<file path="src/rtl/logic_arbiter_pkg.sv">
// Shared opcode and FSM encodings for the round-robin logic-unit arbiter.
package logic_arbiter_pkg;

    localparam int unsigned OPW = 2;

    typedef enum logic [OPW-1:0] {
        OP_AND = 2'b00,
        OP_OR  = 2'b01,
        OP_XOR = 2'b10,
        OP_NOR = 2'b11
    } op_e;

    typedef enum logic [1:0] {
        S_IDLE = 2'b00,
        S_EXEC = 2'b01,
        S_DONE = 2'b10
    } state_e;

    // Requester index width, never narrower than one bit.
    function automatic int unsigned idx_w(input int unsigned n);
        return (n > 1) ? $clog2(n) : 1;
    endfunction

endpackage

</file>
<file path="src/rtl/logic_unit.sv">
// Combinational bitwise AND/OR/XOR/NOR over W bits; X/Z propagate naturally.
module logic_unit
    import logic_arbiter_pkg::*;
#(
    parameter int unsigned W = 8
)(
    input  logic [OPW-1:0] op,
    input  logic [W-1:0]   a,
    input  logic [W-1:0]   b,
    output logic [W-1:0]   y
);

    always_comb begin
        y = ~(a | b);
        case (op)
            OP_AND:  y = a & b;
            OP_OR:   y = a | b;
            OP_XOR:  y = a ^ b;
            default: y = ~(a | b);
        endcase
    end

endmodule

</file>
<file path="src/rtl/logic_arbiter.sv">
// Round-robin arbiter sharing one logic_unit among N requesters, with a
// valid/ready result handshake and a completed-operation counter.
module logic_arbiter
    import logic_arbiter_pkg::*;
#(
    parameter  int unsigned W  = 8,
    parameter  int unsigned N  = 4,
    parameter  int unsigned CW = 16,
    localparam int unsigned IW = idx_w(N)
)(
    input  logic              clk,
    input  logic              rst_n,
    input  logic [N-1:0]      req,
    input  logic [2*N-1:0]    op,
    input  logic [W*N-1:0]    a,
    input  logic [W*N-1:0]    b,
    output logic [N-1:0]      gnt,
    output logic              busy,
    output logic [W-1:0]      y,
    output logic [IW-1:0]     rid,
    output logic              rvalid,
    input  logic              rready,
    output logic [CW-1:0]     done_cnt
);

    state_e          state;
    state_e          state_nx;
    logic [IW-1:0]   ptr;
    logic [IW-1:0]   win_c;
    logic            win_vld_c;
    int unsigned     scan_idx;
    logic            take_c;
    logic            exec_c;
    logic            finish_c;
    logic [OPW-1:0]  op_q;
    logic [W-1:0]    a_q;
    logic [W-1:0]    b_q;
    logic [W-1:0]    lu_y;

    logic [OPW-1:0]  op_arr [N];
    logic [W-1:0]    a_arr  [N];
    logic [W-1:0]    b_arr  [N];

    for (genvar g = 0; g < N; g++) begin : g_unpack
        assign op_arr[g] = op[OPW*g +: OPW];
        assign a_arr[g]  = a[W*g +: W];
        assign b_arr[g]  = b[W*g +: W];
    end

    // First set request bit after ptr, wrapping modulo N.
    always_comb begin
        win_c     = '0;
        win_vld_c = 1'b0;
        scan_idx  = 0;
        for (int unsigned k = 1; k <= N; k++) begin
            scan_idx = (32'(ptr) + k) % N;
            if (!win_vld_c && req[IW'(scan_idx)]) begin
                win_vld_c = 1'b1;
                win_c     = IW'(scan_idx);
            end
        end
    end

    always_ff @(posedge clk or negedge rst_n) begin
        if (!rst_n) state <= S_IDLE;
        else        state <= state_nx;
    end

    always_comb begin
        state_nx = state;
        case (state)
            S_IDLE:  if (win_vld_c) state_nx = S_EXEC;
            S_EXEC:  state_nx = S_DONE;
            S_DONE:  if (rready) state_nx = S_IDLE;
            default: state_nx = S_IDLE;
        endcase
    end

    always_comb begin
        take_c   = 1'b0;
        exec_c   = 1'b0;
        finish_c = 1'b0;
        case (state)
            S_IDLE:  take_c   = win_vld_c;
            S_EXEC:  exec_c   = 1'b1;
            S_DONE:  finish_c = rready;
            default: ;
        endcase
    end

    logic_unit #(.W(W)) u_logic_unit (
        .op (op_q),
        .a  (a_q),
        .b  (b_q),
        .y  (lu_y)
    );

    // Datapath and handshake registers; reset discards any transaction in flight.
    always_ff @(posedge clk or negedge rst_n) begin
        if (!rst_n) begin
            gnt      <= '0;
            busy     <= 1'b0;
            y        <= '0;
            rid      <= '0;
            rvalid   <= 1'b0;
            done_cnt <= '0;
            ptr      <= IW'(N - 1);
            op_q     <= '0;
            a_q      <= '0;
            b_q      <= '0;
        end else begin
            gnt  <= '0;
            busy <= (state_nx != S_IDLE);
            if (take_c) begin
                op_q <= op_arr[win_c];
                a_q  <= a_arr[win_c];
                b_q  <= b_arr[win_c];
                rid  <= win_c;
                ptr  <= win_c;
                gnt  <= N'(1) << win_c;
            end
            if (exec_c) begin
                y      <= lu_y;
                rvalid <= 1'b1;
            end
            if (finish_c) begin
                rvalid   <= 1'b0;
                done_cnt <= done_cnt + CW'(1);
            end
        end
    end

endmodule

</file>
<file path="config.mk">
export PLATFORM = sky130hd
export DESIGN_NAME = logic_arbiter
export DESIGN_NICKNAME = d
export VERILOG_FILES = /design/src/rtl/logic_arbiter_pkg.sv /design/src/rtl/logic_unit.sv /design/src/rtl/logic_arbiter.sv
export SDC_FILE = /design/constraint.sdc
export NUM_CORES = 1
export LEC_CHECK = 0
export CAP_MARGIN = 0
export CORE_UTILIZATION = 51
export DETAILED_ROUTE_END_ITERATION = 7
export GPL_TIMING_DRIVEN = 0
export PLACE_DENSITY = 0.91
export SLEW_MARGIN = 5
export SYNTH_ARGS = -nofsm -noshare
export SYNTH_HDL_FRONTEND = slang
export SYNTH_SLANG_ARGS = --single-unit
</file>
<file path="constraint.sdc">
create_clock -name clk -period 3.4 [get_ports clk]
set_input_delay 1.02 -clock clk [delete_from_list [all_inputs] [get_ports clk]]
set_output_delay 1.02 -clock clk [all_outputs]
set_load 0.02 [all_outputs]
</file>
## After elaboration in Yosys (flattened, before gate mapping)

Cells that the tools add are included.

| storage, ports and cells | value |
|---|---|
| register bits | 54 |
| bits of input ports | 79 |
| output and inout bits | 32 |
| word-level logic and storage cells | 76 |

| cells by class | value |
|---|---|
| add/subtract/negate cells | 5 |
| $lt $le $gt $ge | 5 |
| eq/ne operators | 4 |
| shift-type cells | 1 |
| mux-type cells | 35 |
| bitwise operators | 5 |
| reduce and logical (&&, ||, !) cells | 10 |

Operators with widths:

| cell | number |
|---|---|
| $bmux W8 S2 | 2 |
| $mux W8 | 4 |
| $pmux W8 S3 | 1 |
| $add A16 B1 Y16 const B | 1 |
| $mux W2 | 8 |
| $mux W1 | 13 |
| $lt A2 B3 Y1 const B | 4 |
| $and A8 B8 Y8 | 1 |
| $bmux W1 S2 | 4 |
| $not A8 Y8 | 1 |
| $or A8 B8 Y8 | 1 |
| $xor A8 B8 Y8 | 1 |
| $pmux W2 S3 | 1 |
| $add A2 B1 Y2 const B | 2 |
| $add A2 B2 Y2 const B | 2 |
| $bmux W2 S2 | 1 |
| $eq A2 B1 Y1 const B | 2 |
| $eq A2 B2 Y1 const B | 2 |
| $logic_not A2 Y1 | 2 |
| $mux W4 | 1 |
| $reduce_bool A2 Y1 | 2 |
| $shl A1 B2 Y4 const A | 1 |
| $ge A3 B3 Y1 const B | 1 |
| $logic_and A1 B1 Y1 | 3 |
| other kinds (2) | 4 |

## Depth between registers and ports, before layout

| logic depth | value |
|---|---|
| word-level depth | 17 |
| gate-level depth with buffers | 8 |
| gate-level depth less buffers | 7 |

## Modules after synthesis

Synthesis repeated with hierarchy kept, for this count alone.

| unflattened totals | value |
|---|---|
| cells, all modules | 351 |
| area total of the unflattened synthesis | 3,559.7 µm² |

By module, submodules not included:

| module | instances | cells each | area each (µm²) | seq. area each (µm²) |
|---|---|---|---|---|
| logic_arbiter | 1 | 275 | 3,012.9 | 1,353.8 |
| logic_unit | 1 | 76 | 546.8 | 0.0 |

## Least setup slack after synthesis

Ideal clock, no wire load.

| timing | value |
|---|---|
| path type | in2reg |
| start | in req[1] |
| end | reg a_q[2] |
| arrival time | 2.114 ns |
| data required time | 3.268 ns |
| slack | 1.154 ns |
| cell stages on the path | 6 |
| buffers on the path | 1 |
| cells stage by stage | or4_4 nand2_4 buf_6 nor4b_1 mux2i_1 o221ai_2 |

| on the way | value |
|---|---|
| cells in the longest elaborated chain, start to end | 16 |

RTL lines:

| what | RTL line | source |
|---|---|---|
| start: declaration | logic_arbiter.sv:13 | `input logic [N-1:0] req,` |
| $bmux W1 S2 | logic_arbiter.sv:57 | `if (!win_vld_c && req[IW'(scan_idx)]) begin` |
| $mux W1 (not written as such) | logic_arbiter.sv:57 |  |
| $mux W1 | logic_arbiter.sv:57 |  |
| $logic_not A1 Y1 | logic_arbiter.sv:57 |  |
| $logic_and A1 B1 Y1 | logic_arbiter.sv:57 |  |
| $mux W1 | logic_arbiter.sv:57 |  |
| $logic_not A1 Y1 | logic_arbiter.sv:57 |  |
| $logic_and A1 B1 Y1 | logic_arbiter.sv:57 |  |
| $mux W1 | logic_arbiter.sv:57 |  |
| $logic_not A1 Y1 | logic_arbiter.sv:57 |  |
| $logic_and A1 B1 Y1 | logic_arbiter.sv:57 |  |
| $mux W2 | logic_arbiter.sv:57 |  |
| $not A2 Y3 (not written as such) | logic_arbiter.sv:116 | `a_q <= a_arr[win_c];` |
| $bmux W8 S2 | logic_arbiter.sv:116 |  |
| $mux W8 (not written as such) (2 in a row) | logic_arbiter.sv:116 |  |
| end signal: assignment | logic_arbiter.sv:116 |  |
| end: declaration | logic_arbiter.sv:36 | `logic [W-1:0] a_q;` |

Several ways; a longest one is shown, not always the timed one. The select of a mux whose other input is x is not followed.
A chain may end at the register's enable or synchronous reset.

## Worst setup path in the final report

| timing | value |
|---|---|
| start | in req[1] |
| end | reg a_q[6] |

The elaborated chain is that of the path after synthesis.

==> flow_summary.json <==
{
  "overflow": 0,
  "final_cell_mix": "clkdlybuf4s50_1, dfrtp_1, mux2i_1",
  "critPathRequiredTime_ns": 3.62,
  "setup_violations": 0,
  "syn_nets": 438,
  "numCtsBuffers": 5,
  "crit_slowest_cell": "clkdlybuf4s50_1",
  "rows": 30,
  "vias": 3135,
  "clock_latency_ns": 0.30,
  "hold_violations": 0,
  "cts-root-buf": "clkbuf_8",
  "startpoint": "req[1]",
  "cts.sinks": 54,
  "synthCells": 342,
  "slew_headroom_pct": 66.9,
  "crit-reg2reg-launch": "ptr[1]",
  "grt_max_degree": 37,
  "period_needed_ns": 2.75,
  "die_w_um": 85.6,
  "fin_util_pct": 72.1,
  "fp.coreArea_mm2": 0.00676,
  "whs_path_depth": 1,
  "holdCritPathClass": "flop to flop",
  "drt-vias-per-instance": 5.79,
  "endpoint": "a_q[6]",
  "post-route-period-util_pct": 80.9,
  "cpPeakStageDelay_ns": 0.50,
  "antenna_left": 0,
  "area_growth_pct": 36.7,
  "fmax_ghz": 0.363,
  "netlist_area_mm2": 0.00357,
  "path_class": "input pin to flop",
  "avgSynthCellArea_um2": 10.4,
  "drv_slew": 0,
  "grt_pass1_vias": 3142,
  "crit_arrival_ns": 2.98,
  "place_hpwl_um": 6920,
  "fin_tns_setup_ns": 0,
  "drt_wl_total_um": 8900,
  "die_area_mm2": 0.00733,
  "drv_cap": 0,
  "io_pins": 111,
  "drc_errors": 0,
  "drtPass1Iterations": 5,
  "synth-main-ff-cell": "dfrtp_1",
  "status": "finished, final reports clean",
  "ff2ff_path_depth": 8,
  "clockBufferDepth": 2,
  "layout-drive-gt1-share_pct": 10.4,
  "ys_seq_area_share_pct": 38.0,
  "r2r_slack_ns": 1.30,
  "async_flop_share_pct": 100,
  "postPlaceCellArea_mm2": 0.00478,
  "ys_ff_latch": 54,
  "powerDensity_mw_per_mm2": 759,
  "initial_utilization_pct": 52.8,
  "drt-initial-drc-count": 125,
  "ir_worst_vdd_uv": 519,
  "portBuffers": 110,
  "synth_edf_count": 0,
  "grt_pass1_wl_um": 14700,
  "post_cts_buffers": 0,
  "clkSlewWorstSetupHoldPaths_ns": 0.09,
  "final_common_cell": "clkdlybuf4s50_1",
  "final_area_mm2": 0.00487,
  "holdBufCountCts": 0,
  "worst_slew_pin_slew_ns": 0.493,
  "cp_max_fo": 10,
  "ys_warn_count": 0,
  "avgRoutedWirePerCell_um": 16.5,
  "nNetsFinal": 556,
  "rr_endpoint": "op_q[1]",
  "die_h_um": 85.6,
  "synth_cell_types": 47,
  "clock_skew_ns": 0.00572,
  "crit_path_start_kind": "input pin",
  "cts_resized": 0,
  "n_fill_cell": 494,
  "path_cells": "clkdlybuf4s50_1 -> o211ai_1 -> o21ai_2 -> clkbuf_4 -> nor4b_1 -> mux2i_1 -> o221ai_2",
  "cts_tree": "done",
  "critPathCaptureType": "flop",
  "grt_use_total_pct": 25.5,
  "globalplace.congestion": 0.849,
  "antenna_found_initial": 0,
  "num_antenna_cells": 0,
  "p_leak_nw": 2.11,
  "rsz0062_at_grt": "no",
  "htreeDepth": 2,
  "hold_slack_ns": 0.484
}
## flip-flops by register name (all words and copies together), names as in the netlist, 4 cells and up
register and flops:
gnt 4, y 8, b_q 8, done_cnt 16, a_q 8
## per-stage QoR
step	setup WS, ns	cells	power [mW]
global placement	-0.172	532	3.20
finish	0.648	541	3.70
global route	0.524	541	3.96
detailed placement	0.388	533	3.30
CTS	0.668	541	3.69
floorplan	1.15	342	2.61
## layer usage
metal	vias to the layer above	share of wire, %	track usage [%]
li1	1481	-	-
met1	1514	40	30.4
met2	132	53	47.3
met3	8	5.6	4.72
met4	0	0.89	6.67
met5	-	0	0
## synth_stat cells, types with 6 or more instances
library cell,count,share of area (%)
nor4b_1,36,8.8
nor2_1,15,1.6
clkbuf_1,6,0.63
o221ai_2,7,2.9
nand2_1,24,2.5
ha_1,17,6.0
o21ai_0,22,3.1
buf_6,8,2.5
inv_1,24,2.5
dfrtp_1,52,36
a21oi_1,7,0.98
o221ai_1,9,2.2
mux2i_1,37,10
xnor2_1,11,2.7
## cells by family (layout without fill, tap and decap cells)
family,after synthesis,in the layout,synth area share (%)
DFF,54,54,38.0
muxes,38,38,10.7
xor gates and xnor gates,15,15,3.68
and+or+nand+nor,105,105,19.1
buffers and inverters,51,170,9.30
adders and majority gates,17,17,5.96
AOI/OAI and AO/OA,62,62,13.3
## how the worst min path moves through the flow
stage | from | end | slack [ns]
2_1_floorplan | ptr[0] | ptr[0] | 0.54
3_3_place_gp | done_cnt[15] | done_cnt[15] | 0.46
3_5_place_dp | done_cnt[15] | done_cnt[15] | 0.47
4_1_cts | done_cnt[15] | done_cnt[15] | 0.49
5_1_grt | done_cnt[15] | done_cnt[15] | 0.50
6_report | done_cnt[15] | done_cnt[15] | 0.48
## critical path: cells and delay by family
kind / cells / cell delay, ns
AO/OA/AOI/OAI: 3 / 0.52
AND/OR/NAND/NOR: 1 / 0.49
multiplexers: 1 / 0.21
buffers and inverters: 2 / 0.73
## final cells by class
cell class,instances,area [um2],share of cell area (%)
Clock buffer,7,86.3,1.77
Inverter,25,93.8,1.93
Sequential cell,54,1350,27.8
Buffer,26,238,4.88
Tap cell,80,100,2.05
Clock inverter,1,5.00,0.103
Timing Repair Buffer,111,1120,22.9
Multi-Input combinational cell,237,1880,38.6
## power breakdown
| group | leakage [nW] | switching, mW | internal (mW) | total, mW |
|---|---|---|---|---|
| Clock | 0.0482 | 0.196 | 0.165 | 0.360 |
| Sequential | 0.685 | 0.162 | 0.895 | 1.06 |
| Combinational | 1.37 | 1.24 | 1.04 | 2.28 |
| Total | 2.11 | 1.60 | 2.10 | 3.70 |
(Power assumes the default switching activity.)
